### config.mk
export PLATFORM = sky130hd
export DESIGN_NAME = renkon_net_loader
export DESIGN_NICKNAME = d
export VERILOG_FILES = /design/src/rtl/renkon_net_loader.sv
export SDC_FILE = /design/constraint.sdc
export NUM_CORES = 1
export LEC_CHECK = 0
export CAP_MARGIN = 25
export CORE_ASPECT_RATIO = 0.7
export CORE_MARGIN = 2
export CORE_UTILIZATION = 50
export DETAILED_ROUTE_END_ITERATION = 10
export GPL_ROUTABILITY_DRIVEN = 0
export GPL_TIMING_DRIVEN = 0
export PLACE_DENSITY = 0.78
export RECOVER_POWER = 100
export SYNTH_ARGS = -nofsm -noshare
export SYNTH_HDL_FRONTEND = slang
export SYNTH_SLANG_ARGS = --single-unit
### constraint.sdc
create_clock -name clk -period 3.3 [get_ports clk]
set_input_delay 0.66 -clock clk [delete_from_list [all_inputs] [get_ports clk]]
set_output_delay 0.66 -clock clk [all_outputs]
set_load 0.005 [all_outputs]
### src/rtl/renkon_net_loader.sv
// Streams one layer of weights into the per-core net memories, then hands off to renkon_top for compute.
// Optional feature: define RENKON_NET_CKSUM_EN to add a running checksum output (cksum) over the streamed words.
module renkon_net_loader #(
  parameter int DWIDTH         = 16,
  parameter int RENKON_CORE    = 8,
  parameter int RENKON_CORELOG = 3,
  parameter int RENKON_NETSIZE = 11
) (
  input  logic                          clk,
  input  logic                          xrst,
  input  logic                          start,
  input  logic [RENKON_NETSIZE:0]       word_cnt,
  input  logic [RENKON_CORELOG:0]       core_cnt,
  input  logic                          s_valid,
  input  logic signed [DWIDTH-1:0]      s_data,
  output logic                          s_ready,
  output logic [RENKON_CORELOG-1:0]     net_sel,
  output logic                          net_we,
  output logic [RENKON_NETSIZE-1:0]     net_addr,
  output logic signed [DWIDTH-1:0]      net_wdata,
  output logic                          req,
  input  logic                          ack,
  output logic                          busy,
  output logic                          done
`ifdef RENKON_NET_CKSUM_EN
  ,
  output logic [DWIDTH-1:0]             cksum
`endif
);

  localparam logic [2:0] S_IDLE  = 3'd0;
  localparam logic [2:0] S_LOAD  = 3'd1;
  localparam logic [2:0] S_DRAIN = 3'd2;
  localparam logic [2:0] S_ISSUE = 3'd3;
  localparam logic [2:0] S_WAIT  = 3'd4;
  localparam logic [2:0] S_FIN   = 3'd5;

  localparam logic [RENKON_NETSIZE:0]     W_ONE    = 1;
  localparam logic [RENKON_CORELOG:0]     C_ONE    = 1;
  localparam logic [RENKON_NETSIZE-1:0]   A_ONE    = 1;
  localparam logic [RENKON_CORELOG-1:0]   S_ONE    = 1;
  localparam logic [RENKON_CORELOG:0]     CORE_MAX = (RENKON_CORELOG+1)'(RENKON_CORE);

  logic [2:0]                  state;
  logic [RENKON_NETSIZE:0]     wcnt;
  logic [RENKON_CORELOG:0]     ccnt;
  logic [RENKON_CORELOG-1:0]   sel;
  logic [RENKON_NETSIZE-1:0]   addr;
  logic                        hs;
  logic                        last_word;
  logic                        last_core;

  assign s_ready   = (state == S_LOAD);
  assign hs        = s_valid && s_ready;
  assign last_word = ({1'b0, addr} == (wcnt - W_ONE));
  assign last_core = ({1'b0, sel} == (ccnt - C_ONE));
  assign busy      = (state != S_IDLE);
  assign req       = (state == S_ISSUE);
  assign done      = (state == S_FIN);

  // NOTE: sequential state uses <= only, so every register here samples the pre-edge values of its peers.
  always_ff @(posedge clk) begin
    if (!xrst) begin
      state     <= S_IDLE;
      wcnt      <= '0;
      ccnt      <= '0;
      sel       <= '0;
      addr      <= '0;
      net_we    <= 1'b0;
      net_sel   <= '0;
      net_addr  <= '0;
      net_wdata <= '0;
    end else begin
      net_we <= hs;
      if (hs) begin
        net_sel   <= sel;
        net_addr  <= addr;
        net_wdata <= s_data;
      end
      case (state)
        S_IDLE: if (start) begin
          wcnt  <= word_cnt;
          // Requests for more cores than exist are limited to the cores present.
          ccnt  <= (core_cnt > CORE_MAX) ? CORE_MAX : core_cnt;
          sel   <= '0;
          addr  <= '0;
          state <= (word_cnt == '0 || core_cnt == '0) ? S_ISSUE : S_LOAD;
        end
        S_LOAD: if (hs) begin
          if (last_word) begin
            addr <= '0;
            sel  <= sel + S_ONE;
            if (last_core) state <= S_DRAIN;
          end else begin
            addr <= addr + A_ONE;
          end
        end
        S_DRAIN: state <= S_ISSUE;
        S_ISSUE: state <= S_WAIT;
        S_WAIT:  if (ack) state <= S_FIN;
        S_FIN:   state <= S_IDLE;
        default: state <= S_IDLE;
      endcase
    end
  end

`ifdef RENKON_NET_CKSUM_EN
  always_ff @(posedge clk) begin
    if (!xrst) begin
      cksum <= '0;
    end else if (state == S_IDLE && start) begin
      cksum <= '0;
    end else if (hs) begin
      cksum <= cksum + $unsigned(s_data);
    end
  end
`endif

endmodule

Word level (Yosys, flattened, before mapping)
Index checks and enable logic that the tools add are counted.
Cells by class
  $add $sub $neg: 4
  order comparisons: 1
  equal/unequal tests: 12
  mux-type cells: 16
  reduce and logical (&&, ||, !) cells: 11
Operators with widths (number)
  $mux W11: 3
  $mux W3: 8
  $pmux W11 S2: 1
  $pmux W3 S5: 1
  $eq A11 B12 Y1: 1
  $logic_not A12 Y1: 1
  $sub A12 B1 Y12 const B: 1
  $add A11 B1 Y11 const B: 1
  $eq A3 B2 Y1 const B: 2
  $eq A3 B3 Y1 const B: 2
  $ne A2 B1 Y1 const B: 3
  $pmux W3 S2: 1
  $reduce_and A5 Y1: 1
  $eq A3 B4 Y1: 1
  $gt A4 B4 Y1 const B: 1
  $logic_not A4 Y1: 1
  $mux W4: 1
  $ne A2 B2 Y1 const B: 2
  $reduce_and A4 Y1: 1
  $sub A4 B1 Y4 const B: 1
  $add A3 B1 Y3 const B: 1
  $eq A3 B1 Y1 const B: 1
  $logic_not A3 Y1: 1
  $reduce_and A3 Y1: 1
  6 further kinds: 6
Storage, ports and cells
  register bits after elaboration: 64
  input port bits: 37
  output and inout bits: 35
  word-level logic and storage cells: 53

Depth between registers and ports, before layout
Gate-level depths: netlist of run 1.
  word-level depth: 6
  depth in mapped cells: 9

Least setup slack after synthesis of run 1
Ideal clock, no wire load.
  kind: register -> register
  start point: register wcnt[0]
  end point: register sel[2]
  arrival: 2639 ps
  data required time: 3229 ps
  path slack: 590 ps
  cell stages (with the launch flop): 10
  buffers on the path: 1
  path through: dfxtp_1 -> inv_1 -> ha_1 -> nor2b_1 -> a31oi_1 -> or4_1 -> or4_1 -> buf_2 -> or4_1 -> a21oi_1
Between the ends
  longest elaborated chain between the ends: 4
RTL lines
  from (decl): line 45  | logic [RENKON_NETSIZE:0] wcnt;
  from (signal assigned): line 82  | wcnt <= word_cnt;
  $sub A12 B1 Y12: line 55  | assign last_word = ({1'b0, addr} == (wcnt - W_ONE));
  $eq A11 B12 Y1: line 55
  $ne A2 B1 Y1 (no source line)
  $reduce_and A4 Y1 (no source line)
  to (signal assigned): line 92  | sel <= sel + S_ONE;
  to (decl): line 47  | logic [RENKON_CORELOG-1:0] sel;
No other way between the ends.
A chain may end at the register's enable or synchronous reset.

Worst setup path in the final report of run 1
Ends and elaborated chain as after synthesis.

==> results_dict.tcl, run 1 <==
set metrics [dict create \
    dr.max_layer_used "met4" \
    synth_area_leader_cell "dfxtp_1" \
    ys_seq_area_share_pct 40.8 \
    syn_to_final_growth_pct 32.8 \
    setup_tns_ps 0 \
    wl_met1_um 4120 \
    die_y_um 70.3 \
    wl_met2_um 3690 \
    fillCellCount 543 \
    syn_avg_cell_area_um2 8.24 \
    grt_usage_pct 26.2 \
    wl_per_cell_um 15.6 \
    postCtsHoldBufs 0 \
    outcome "finished clean" \
    endpoint_kind "flip-flop" \
    p_leak_nw 1.58 \
    worst_slew_pin_slew_ps 655 \
    numCtsBuffers 9 \
    setup.worst_path.class "flip-flop to flip-flop" \
    worst_setup_path_start_kind "flip-flop" \
    dpl.hpwl_um 6330 \
    layout-drive-gt1-share_pct 6.00 \
    port_buffers 71 \
    grt_pass1_wl_um 14400 \
    rsz0062_at_grt "false" \
    fmax_ghz 0.330 \
    synth_warnings 0 \
    arrival_ps 3300 \
    netlist_instances 381 \
    synth_ff_type "dfxtp_1" \
    required_ps 3580 \
    pin_count 72 \
    async_reset_ff_share_pct 0 \
    cts.clk_slew.worst_paths_ps 70 \
    power_mw 1.99 \
    n_antenna_cell 0 \
    num_vias 2976 \
    cts_setup_buffers 0 \
    synth_xor_area_share_pct 6.70 \
    antenna_found_initial 0 \
    synth_edf_count 0 \
    grt-ovfl-total 0 \
    ys_top_cells_by_area "dfxtp_1 41%, nand2_1 12%, a21boi_0 11%" \
    post-route-period-util_pct 91.7 \
    final-setup-viol-count 0 \
    syn_nets 422 \
    dr.pass1.iters 4 \
    synth_top_family_by_area "simple AND/OR/NAND/NOR gates" \
    clock_sinks 64 \
    cts-root-buf "clkbuf_8" \
    clockBufferDepth 2 \
    drc 0 \
    yosysTopAreaCellShare_pct 40.8 \
    slew_violations 0 \
    synth-seq-cells 64 \
    drv_cap 0 \
    initial_core_util_pct 51.0 \
    cts.htree.levels 3 \
    yosysUniqueCellTypes 50 \
    synth_fa_ha_area_share_pct 1.59 \
    num_rows 24 \
    wirelength_um 8500 \
    vias_per_cell 5.46 \
    final_nets 504 \
    ir_drop_mv 0.301 \
    min_path_type "flip-flop to flip-flop" \
    finalCriticalPeriod_ps 3030 \
    drtAntennaViolNets 0 \
    muxShareOfSynthArea_pct 0.638 \
    synth_area_um2 3140 \
    wl_met3_um 554 \
    tritoncts "built" \
    fp.coreArea_um2 6160 \
    grt_max_degree 11 \
    grt_pass1_vias 2952 \
    die_w_um 98.7 \
    clock_latency_ps 350 \
    synth_compound_area_share_pct 19.2 \
    powerDensity_nw_per_um2 477 \
    hold_viol 0 \
    finalClockSkew_ps 10.6 \
    dieArea_um2 6940 \
    max-slew-margin-rel_pct 56.4 \
    first_iter_violations 195 \
    yosys.area_share.simple_pct 26.3 \
    cp_max_fo 8 \
]
[power breakdown]
part	leakage (nW)	switching [mW]	internal [mW]	total, mW
registers	0.520	0.0326	0.808	0.841
logic	0.951	0.208	0.181	0.389
clock network	0.112	0.296	0.462	0.758
total	1.58	0.537	1.45	1.99
[worst paths after layout]
check                             from                        end  slack [ps]  depth (start not counted)
max               wcnt[0]$_SDFFE_PN0P_        sel[2]$_SDFFE_PN0P_         270                          9
min          net_wdata[0]$_SDFFE_PN0P_  net_wdata[0]$_SDFFE_PN0P_         460                          2
max reg2reg       wcnt[0]$_SDFFE_PN0P_        sel[2]$_SDFFE_PN0P_         270                          9
min reg2reg  net_wdata[0]$_SDFFE_PN0P_  net_wdata[0]$_SDFFE_PN0P_         460                          2
[worst max-delay path: stages, from the launching register on]
cell and delay (ps):
dfxtp_1 390, inv_1 90, ha_1 260, nor2b_2 330, a31oi_1 110, or4_1 390
or4_1 530, buf_2 200, or4_1 490, a21oi_1 150
[placed cells by master, fill, tap and decap left out, drive strengths merged, types with 3 or more instances in the layout]
cell type and instances:
inv 9, o21ai 6, or4 8, nor2 7, buf 5, xor2 13
dlygate4sd3 37, clkdlybuf4s50 35, ha 4, nor4 5, clkbuf 29, a21boi 45
nor2b 6, o22ai 3, and3 7, nor3 15, xnor2 11, o31ai 4
nand2 102, dfxtp 64, nor3b 7, a21oi 9, a31oi 6
[repair_timing]
item / 4_1_cts / 5_1_grt
endpoints found under the setup margin: 0 / 11
gates resized for setup: 0 / 2
endpoints found under the hold margin: 0 / 0
[through the flow]
step / std cells / worst slack (ps) / utilization [%] / instance area [µm²] / hold slack [ps]
6_report: 545 / 273 / 67.7 / 4170 / 458
5_1_grt: 545 / 122 / 67.7 / 4170 / 484
4_1_cts: 545 / 140 / 67.7 / 4170 / 466
3_5_place_dp: 530 / 188 / 64.1 / 3950 / 457
3_3_place_gp: 530 / 240 / 64.1 / 3950 / 451
2_1_floorplan: 381 / 590 / - / 3140 / 452
[state kept, by name, indices dropped and copies added (netlist names)]
name and flops:
sel 3, net_wdata 16, ccnt 4, wcnt 12, addr 11, net_we 1
state 3, net_addr 11, net_sel 3
[synth_stat cells (3+ instances only)]
cell type,instances
and3_1,6
nor3b_1,7
xor2_1,13
a21boi_0,45
a31oi_1,6
o22ai_1,3
inv_1,9
dfxtp_1,64
clkbuf_1,16
nor2b_1,6
nor4_1,4
ha_1,4
a21oi_1,9
o21ai_0,6
or4_1,7
nand2_1,102
nor3_1,13
buf_2,3
nor2_1,7
o31ai_1,4
xnor2_1,11
[logic make-up after synthesis]
logic type	after synthesis
mux	2
fa+ha+maj	4
buf+inv	32
compound gates	85
simple gates	170
flops	64
xor+xnor	24
[area by class of cell]
type	instances	area, µm²	area share (%)
multi-input combinational	285	1720	41.2
sequential	64	1280	30.7
timing repair buffer	71	711	17.0
clock buffer	12	155	3.72
buffer	23	108	2.58
tap	78	97.6	2.34
clock inverter	3	65.1	1.56
inverter	9	33.8	0.810
[metal layers]
layer	up-vias	global-route usage [%]
li1	1487	-
met1	1394	36.1
met2	81	40.7
met3	14	6.41
met4	0	7.76
met5	-	0
(Power assumes the default switching activity.)
==> inputs of run 2 (changes only) <==
Settings changed: CELL_PAD_IN_SITES_DETAIL_PLACEMENT set to 1, CELL_PAD_IN_SITES_GLOBAL_PLACEMENT set to 1, CORE_UTILIZATION 50 to 37.
==> results_dict.tcl, run 2 (same netlist as run 1, synthesis figures left out) <==
set metrics [dict create \
    outcome "finished clean" \
    fmax_ghz 0.326 \
    finalClockSkew_ps 5.51 \
    initial_core_util_pct 37.7 \
    max-slew-margin-rel_pct 53.9 \
    die_w_um 114 \
    hold_path_startpoint "net_addr[5]$_SDFFE_PN0P_" \
    powerDensity_nw_per_um2 501 \
    drc 0 \
    dieArea_um2 9250 \
    clock_sinks 64 \
    p_leak_nw 1.61 \
    pin_count 72 \
    setup.worst_path.class "flip-flop to flip-flop" \
    endpoint_kind "flip-flop" \
    combPwrFrac_pct 18.7 \
    final_common_cell "nand2_1" \
    finalWorstSetupSlack_ps 228 \
    setup_tns_ps 0 \
    grt_usage_pct 22.0 \
    first_iter_violations 166 \
    worst_slew_pin_slew_ps 686 \
    grt_pass1_wl_um 15400 \
    dpl_worst_slack_ps 91.8 \
    final_nets 504 \
    required_ps 3550 \
    dr.pass1.iters 4 \
    worstHoldPathCells 2 \
    tritoncts "built" \
    drv_cap 0 \
    multi_input_area_um2 1720 \
    cts-root-buf "clkbuf_16" \
    dp_cells 557 \
    grt-ovfl-total 0 \
    postCtsHoldBufs 0 \
    n_antenna_cell 0 \
    layout-drive-gt1-share_pct 5.98 \
    rrSetupSlack_ps 230 \
    grt_pass1_vias 2968 \
    fp.coreArea_um2 8340 \
    fin_cells 573 \
    numCtsBuffers 9 \
    power_frac_clock_pct 41.9 \
    clockBufferDepth 2 \
    cts.htree.levels 3 \
    rsz0062_at_grt "false" \
    p_seq_share_pct 39.4 \
    syn_to_final_growth_pct 36.0 \
    final-setup-viol-count 0 \
    drtAntennaViolNets 0 \
    worst_setup_path_start_kind "flip-flop" \
    wl_per_cell_um 17.0 \
    num_vias 3047 \
    die_y_um 81.1 \
    min_path_type "flip-flop to flip-flop" \
    antenna_found_initial 0 \
    grt_max_degree 11 \
    top_register "net_wdata" \
    clock_latency_ps 330 \
    intPower_mw 1.56 \
    mostFrequentLayoutCells "102 x nand2_1, 64 x dfxtp_1, 45 x a21boi_0" \
    port_buffers 71 \
    post-route-period-util_pct 93.1 \
    seqCellArea_um2 1280 \
    r2r_cells 9 \
    ir_drop_mv 0.212 \
    min_to "net_addr[5]$_SDFFE_PN0P_" \
    arrival_ps 3330 \
    fillCellCount 1001 \
    top_regs "net_wdata (16), wcnt (12)" \
    vias_per_cell 5.32 \
    hold-worst-slack_ps 455 \
    hold_viol 0 \
    largest_reg_flops 16 \
    slew_violations 0 \
    num_rows 28 \
    wirelength_um 9750 \
    dpl.hpwl_um 7480 \
    finalCriticalPeriod_ps 3070 \
    cp_max_fo 8 \
    cts.clk_slew.worst_paths_ps 50 \
    rr_endpoint "sel[2]$_SDFFE_PN0P_" \
    fin_util_pct 51.2 \
    switching_share_pct 27.2 \
    switching_power_mw 0.582 \
    r2r-start "wcnt[0]$_SDFFE_PN0P_" \
]
## run 2: cell types whose count changed in the layout (fill, tap and decap cells not counted), sizes merged
cell / delta
bufinv: -2
clkinvlp: +1
clkbuf: +3
buf: -1
## run 2: through the flow
step	instance area (µm²)	power, mW
finish	4270	2.14
global route	4270	2.25
CTS	4270	2.17
detailed placement	3980	1.26
global placement	3980	1.25
floorplan	3140	1.09
## run 2: worst max-delay path by stage
stage | startpoint | to | slack (ps) | cells past startpoint
floorplan | wcnt[0]$_SDFFE_PN0P_ | sel[2]$_SDFFE_PN0P_ | 590 | 9
global placement | wcnt[0]$_SDFFE_PN0P_ | addr[0]$_SDFFE_PN0P_ | 170 | 9
detailed placement | wcnt[0]$_SDFFE_PN0P_ | addr[2]$_SDFFE_PN0P_ | 90 | 9
CTS | wcnt[0]$_SDFFE_PN0P_ | addr[0]$_SDFFE_PN0P_ | 80 | 9
global route | wcnt[0]$_SDFFE_PN0P_ | sel[2]$_SDFFE_PN0P_ | 40 | 9
finish | wcnt[0]$_SDFFE_PN0P_ | sel[2]$_SDFFE_PN0P_ | 230 | 9
## run 2: worst max-delay path: stages, from the launching register on
cell and delay [ps]:
dfxtp_1 370, inv_1 80, ha_1 240, nor2b_2 340, a31oi_1 140, or4_1 400
or4_1 570, clkbuf_2 210, or4_1 480, a21oi_1 160
## run 2: per-layer routing
layer  global-route usage [%]  share of wire [%]
met3                     5.97                5.6
met1                     30.3                 49
met4                     5.61               0.89
met2                     34.2                 45
met5                        0                  0
## run 2: power groups by stage
stage | sequential, mW | combinational (mW) | clock (mW)
5_1_grt | 0.847 | 0.441 | 0.959
3_5_place_dp | 0.859 | 0.405 | 0
6_report | 0.843 | 0.400 | 0.898
3_3_place_gp | 0.856 | 0.389 | 0
4_1_cts | 0.843 | 0.409 | 0.915
2_1_floorplan | 0.851 | 0.238 | 0
## run 2: repair_timing
| action | in CTS | in global routing |
|---|---|---|
| setup buffers | 0 | 0 |
| endpoints found under the setup margin | 0 | 13 |
| endpoints found under the hold margin | 0 | 0 |
| resized for setup | 0 | 2 |
## run 2: layout make-up
type / count / share of cell area (%)
buffer: 23 / 2.52
clock buffer: 14 / 6.42
clock inverter: 2 / 0.293
sequential: 64 / 30.0
inverter: 9 / 0.791
tap: 105 / 3.08
timing repair buffer: 71 / 16.6
multi-input combinational: 285 / 40.2
==> patch 1, RTL diff (settings of run 2) <==
Build with the macro `RENKON_NET_CKSUM_EN` defined.
--- a/src/rtl/renkon_net_loader.sv
+++ b/src/rtl/renkon_net_loader.sv
@@ -2,2 +2,4 @@
 // Optional feature: define RENKON_NET_CKSUM_EN to add a running checksum output (cksum) over the streamed words.
+`define RENKON_NET_CKSUM_EN
+
 module renkon_net_loader #(
Behaviour (old outputs only; new: cksum): unchanged (equiv_simple and equiv_induct, registers matched by name and starting in step).
==> patch 1 against run 2 <==
- die area increased by 35%
- wire length up 32%
- area after synthesis rose by 36%
- cell area up 32%
- worst hold slack gained 0.0024 ns
- setup slack gained 0.036 ns
- highest routed layer unchanged
- total power is 15% higher
- critical endpoint is now cksum[15]
- sequential cell count up 16
- largest cell class unchanged
==> patch 1: results (changes against run 2) <==
metric,value,unit,change
status,"finished, final reports clean",,
critPathTopFamily,compound AO/OA/AOI/OAI gates,,
n_fill_cell,1376,,+37%
yosysSeqAreaShare,37.44,%,-3.4 points
worstSkewPairLatency,0.34,ns,
dp_hpwl,10.16,mm,+36%
drtIter0Drc,138,,-17%
setup-violations-final,0,,unchanged
setup_tns,0,ns,unchanged
top_layer,met4,,
synthTopCellsByCount,"nand2_1 (134), dfxtp_1 (80), a21boi_0 (46), nor2_1 (29), a21oi_1 (28)",,
clockBufferDepth,2,,unchanged
post-place-ws,-0.01830,ns,-0.1101 ns
wl_met2,5.816,mm,+33%
dr.pass1.iters,4,,unchanged
num_vias,4083,,+34%
crit_path_max_fanout,3,,-5
drive_above_1_share,2.817,%,-3.2 points
grt_pass1_wl,21.49,mm,+39%
met1_usage,28.94,%,-1.4 points
cts_buffers,9,,unchanged
fmax,329.3,MHz,+1.2%
vdd.ir_drop.worst,0.2662,mV,+26%
hp-class,flop to flop,,
cts_setup_buffers,0,,unchanged
synth_cell_types,49,,-2.0%
gr-usage-met2,36.23,%,+2.0 points
synth-async-reset-ratio,0,%,unchanged
nets,691,,+37%
r2r_setup_slack,0.53,ns,+0.30 ns
num_antenna_cells,0,,unchanged
yosys_warnings,0,,unchanged
total_leakage_power,0.002224,uW,+38%
cts.clk_slew.worst_paths,0.06,ns,
dr_wl_met3,475,um,-13%
grt.met3_usage,4.369,%,-1.6 points
yosys-top-cells-area,"dfxtp_1 (37%), nand2_1 (12%), a21boi_0 (8.1%)",,
biggestRegsByFlops,"cksum x16, net_wdata x16, wcnt x12",,
cp_slowest_cell,dlygate4sd3_1,,
grt_max_degree,14,,+3
grt_use_total,21.72,%,-0.25 points
max_stage_delay,0.59,ns,+0.02 ns
wl_met1,6.536,mm,+38%
antenna_found_initial,0,,unchanged
cts_root_buf,clkbuf_16,,
totalWireLength,12.90,mm,+32%
grt_pass1_vias,4349,,+47%
cts_resized,0,,unchanged
synth_nets,594,,+41%
relSlewSlack,38.58,%,-15 points
port_buffers,86,,+21%
synth_edf_count,0,,unchanged
worstPathArrival,3.30,ns,-0.03 ns
finalClockSkew,0.008261,ns,+0.002746 ns
## patch 1: layout make-up
class                           instances  area [um^2]  area share, %
Multi-Input combinational cell        418         2526          44.97
Sequential cell                        80         1602          28.51
Tap cell                              153        191.4          3.408
Inverter                               13        48.80         0.8686
Buffer                                 26        98.84          1.759
Clock inverter                          5        57.56          1.024
Clock buffer                           11        232.7          4.143
Timing Repair Buffer                   86        860.8          15.32
## patch 1: power by group
part / leakage, uW / internal, uW / switching [uW]
clock network: 0.000132 / 585 / 400
logic: 0.00144 / 195 / 239
registers: 0.000649 / 1000 / 35.3
## patch 1: logic make-up (layout without fill, tap and decap cells)
| family | after synthesis | count (layout) | synth area share [%] |
|---|---|---|---|
| adders and majority gates | 20 | 20 | 6.025 |
| AOI/OAI and AO/OA | 128 | 128 | 20.80 |
| muxes | 2 | 2 | 0.4680 |
| and+or+nand+nor | 230 | 230 | 24.04 |
| buffers and inverters | 39 | 141 | 3.451 |
| DFF | 80 | 80 | 37.44 |
| xor gates and xnor gates | 38 | 38 | 7.780 |
## patch 1: per-stage QoR
stage	instance area (um^2)	hold slack, ns	instances
6_report	5618	0.4572	792
5_1_grt	5618	0.4916	792
4_1_cts	5620	0.4658	792
3_5_place_dp	5330	0.4577	776
3_3_place_gp	5330	0.4510	776
2_1_floorplan	4278	0.4545	537
## patch 1: final timing paths
kind                      start       endpoint  cells past startpoint
hold / removal    net_wdata[13]  net_wdata[13]                      2
setup reg to reg        wcnt[0]        addr[7]                     11
setup / recovery      s_data[1]      cksum[15]                      9
hold reg to reg   net_wdata[13]  net_wdata[13]                      2
## patch 1: worst min-delay path, stage by stage (launching register included)
cell,delay [ns]
dfxtp_1,0.30
nand2_1,0.04
a21boi_0,0.06
==> patch 2, RTL diff (flow settings as in run 2) <==
Without the edit above. Set the parameter `RENKON_CORELOG` to 4 (it was 3).
--- a/src/rtl/renkon_net_loader.sv
+++ b/src/rtl/renkon_net_loader.sv
@@ -5,3 +5,3 @@
   parameter int RENKON_CORE    = 8,
-  parameter int RENKON_CORELOG = 3,
+  parameter int RENKON_CORELOG = 4,
   parameter int RENKON_NETSIZE = 11
Interface: changed (resized core_cnt and net_sel); port bits go from 72 to 74. No check against the original RTL was run, so the function may have changed too.
==> patch 2 against run 2 <==
- sequential share of layout area is 0.059 points lower
- setup slack better by 0.20 ns
- sequential cell count is 3 higher
- wire length is 7.3% higher
- first-iteration DRC count is 10% lower
- area after synthesis is 4.3% higher
- cell area is 4.9% higher
- critical endpoint is now addr[6]
- largest cell class unchanged
Power is not compared: it rests on default switching activity, and its combinational part moved more than twofold at a synthesized area within 25%.
==> patch 2: results (changes against run 2) <==
metric,value,unit,change
synth-async-reset-ratio,0,%,unchanged
num_vias,3286,,+7.8%
antenna_found_initial,0,,unchanged
cts.clk_slew.worst_paths,0.05,ns,about the same
yosys-top-cells-area,"dfxtp_1 (41%), nand2_1 (12%), a21oi_1 (8.1%)",,
hold_viol_final,0,,unchanged
synthTopCellsByCount,"nand2_1 (109), dfxtp_1 (67), a21oi_1 (53), clkbuf_1 (23), nor3_1 (23)",,
port_buffers,73,,+2.8%
grt_max_degree,11,,unchanged
r2r-start,wcnt[0],,
hold_start,net_wdata[3],,
vdd.ir_drop.worst,0.4557,mV,
dr.pass1.iters,4,,unchanged
htreeDepth,3,,unchanged
biggestRegsByFlops,"net_wdata x16, wcnt x12",,
status,"finished, final reports clean",,
cts_root_buf,clkbuf_16,,
postCtsHoldBufs,0,,unchanged
yosys_warnings,0,,unchanged
min_to,net_wdata[3],,
r2r_setup_slack,0.43,ns,+0.20 ns
worstPathArrival,3.07,ns,-0.26 ns
yosysSeqAreaShare,40.95,%,+0.13 points
drive_above_1_share,5.169,%,-0.81 points
wl_per_cell,16.79,um,-1.3%
crit_path_max_fanout,10,,+2
rr_worst_depth,10,,+1
num_antenna_cells,0,,unchanged
synth_nets,457,,+8.3%
worst_slew_pin_slew,0.8539,ns,+0.1681 ns
total_leakage_power,0.001668,uW,
hold_path_depth,2,,unchanged
finalClockSkew,0.007737,ns,+0.002222 ns
grt_use_total,23.07,%,+1.1 points
clockBufferDepth,2,,unchanged
r2r-end,addr[6],,
nets,542,,+7.5%
grt_pass1_vias,3413,,+15%
dp_hpwl,7.855,mm,+5.1%
grt_pass1_wl,16.85,mm,+9.3%
max_stage_delay,0.49,ns,-0.08 ns
synth_cell_types,46,,-8.0%
whs,0.4509,ns,-0.003943 ns
drtIter0Drc,149,,-10%
n_fill_cell,1045,,+4.4%
cts_buffers,9,,unchanged
cp_slowest_cell,nor3b_2,,
==> patch 2: cell count changes in the layout (fill, tap and decap cells not counted), moves of 5 or more <==
| cell | change |
|---|---|
| or4_1 | -7 |
| clkbuf_1 | +5 |
| a21oi_1 | +44 |
| nor3_1 | +10 |
| mux2i_1 | +6 |
| nor4_1 | +6 |
| nand2_1 | +7 |
| nor2_1 | +6 |
| a21boi_0 | -45 |
| nand3_1 | +6 |
| or3_1 | +5 |
==> patch 2: power by group through the flow <==
stage / sequential [uW] / combinational, uW / clock [uW]
floorplan: 955 / 605 / 0
global placement: 962 / 897 / 0
detailed placement: 965 / 942 / 0
CTS: 949 / 954 / 1060
global route: 961 / 1030 / 1080
finish: 948 / 935 / 1040
==> patch 2: per-layer routing <==
layer / track usage (%) / share of wire, % / vias to the layer above / routed length [um]
met5: 0 / 0 / - / 0
met4: 8.333 / 1.3 / 0 / 136
met3: 6.204 / 5.0 / 15 / 525
met2: 38.90 / 48 / 67 / 5028
met1: 28.60 / 46 / 1596 / 4768
li1: - / - / 1608 / -
==> patch 2: how the worst max path moves through the flow <==
stage,from,end,depth (start not counted)
after floorplan,wcnt[0],addr[0],7
after global placement,word_cnt[6],state[1],7
after detailed placement,wcnt[0],addr[6],9
after CTS,wcnt[0],addr[6],9
after global routing,wcnt[0],addr[4],10
final,wcnt[0],addr[6],10
==> patch 2: cell families after synthesis <==
group	after synthesis	share of synthesized area [%]
flops	67	40.95
compound gates	78	15.32
simple gates	198	28.61
mux	8	2.445
xor+xnor	26	6.952
buf+inv	34	4.201
fa+ha+maj	4	1.528
==> patch 2: what timing repair did <==
action / CTS / global route
buffers inserted: 0 / 1
resized for setup: 0 / 1
endpoints found under the setup margin: 0 / 12
==> patch 2: final cells by class <==
type                            count  area share, %
Tap cell                          120          3.353
Clock buffer                       12          5.728
Sequential cell                    67          29.95
Buffer                             27          2.487
Timing Repair Buffer               74          16.43
Inverter                            7         0.5868
Multi-Input combinational cell    314          40.12
Clock inverter                      2          1.341
==> patch 2: worst reg2reg max path, cell delays in order (launching register included) <==
cell and delay [ns]:
dfxtp_1 0.30, buf_6 0.13, inv_1 0.05, ha_1 0.27, nor3b_2 0.49, nand2_1 0.14, nor4bb_1 0.30, o21ai_1 0.28
a2111oi_4 0.37, clkbuf_2 0.30, nor3_1 0.10
==> patch 2: per-stage QoR <==
step	utilization (%)	cells	worst slack, ns	power (uW)	area (um^2)
4_1_cts	52.54	622	0.2303	2959	4473
6_report	52.60	623	0.4270	2925	4478
3_5_place_dp	48.82	608	0.2667	1907	4156
3_3_place_gp	48.82	608	0.4071	1858	4156
5_1_grt	52.60	623	0.08740	3076	4478
2_1_floorplan	-	415	0.8671	1559	3276
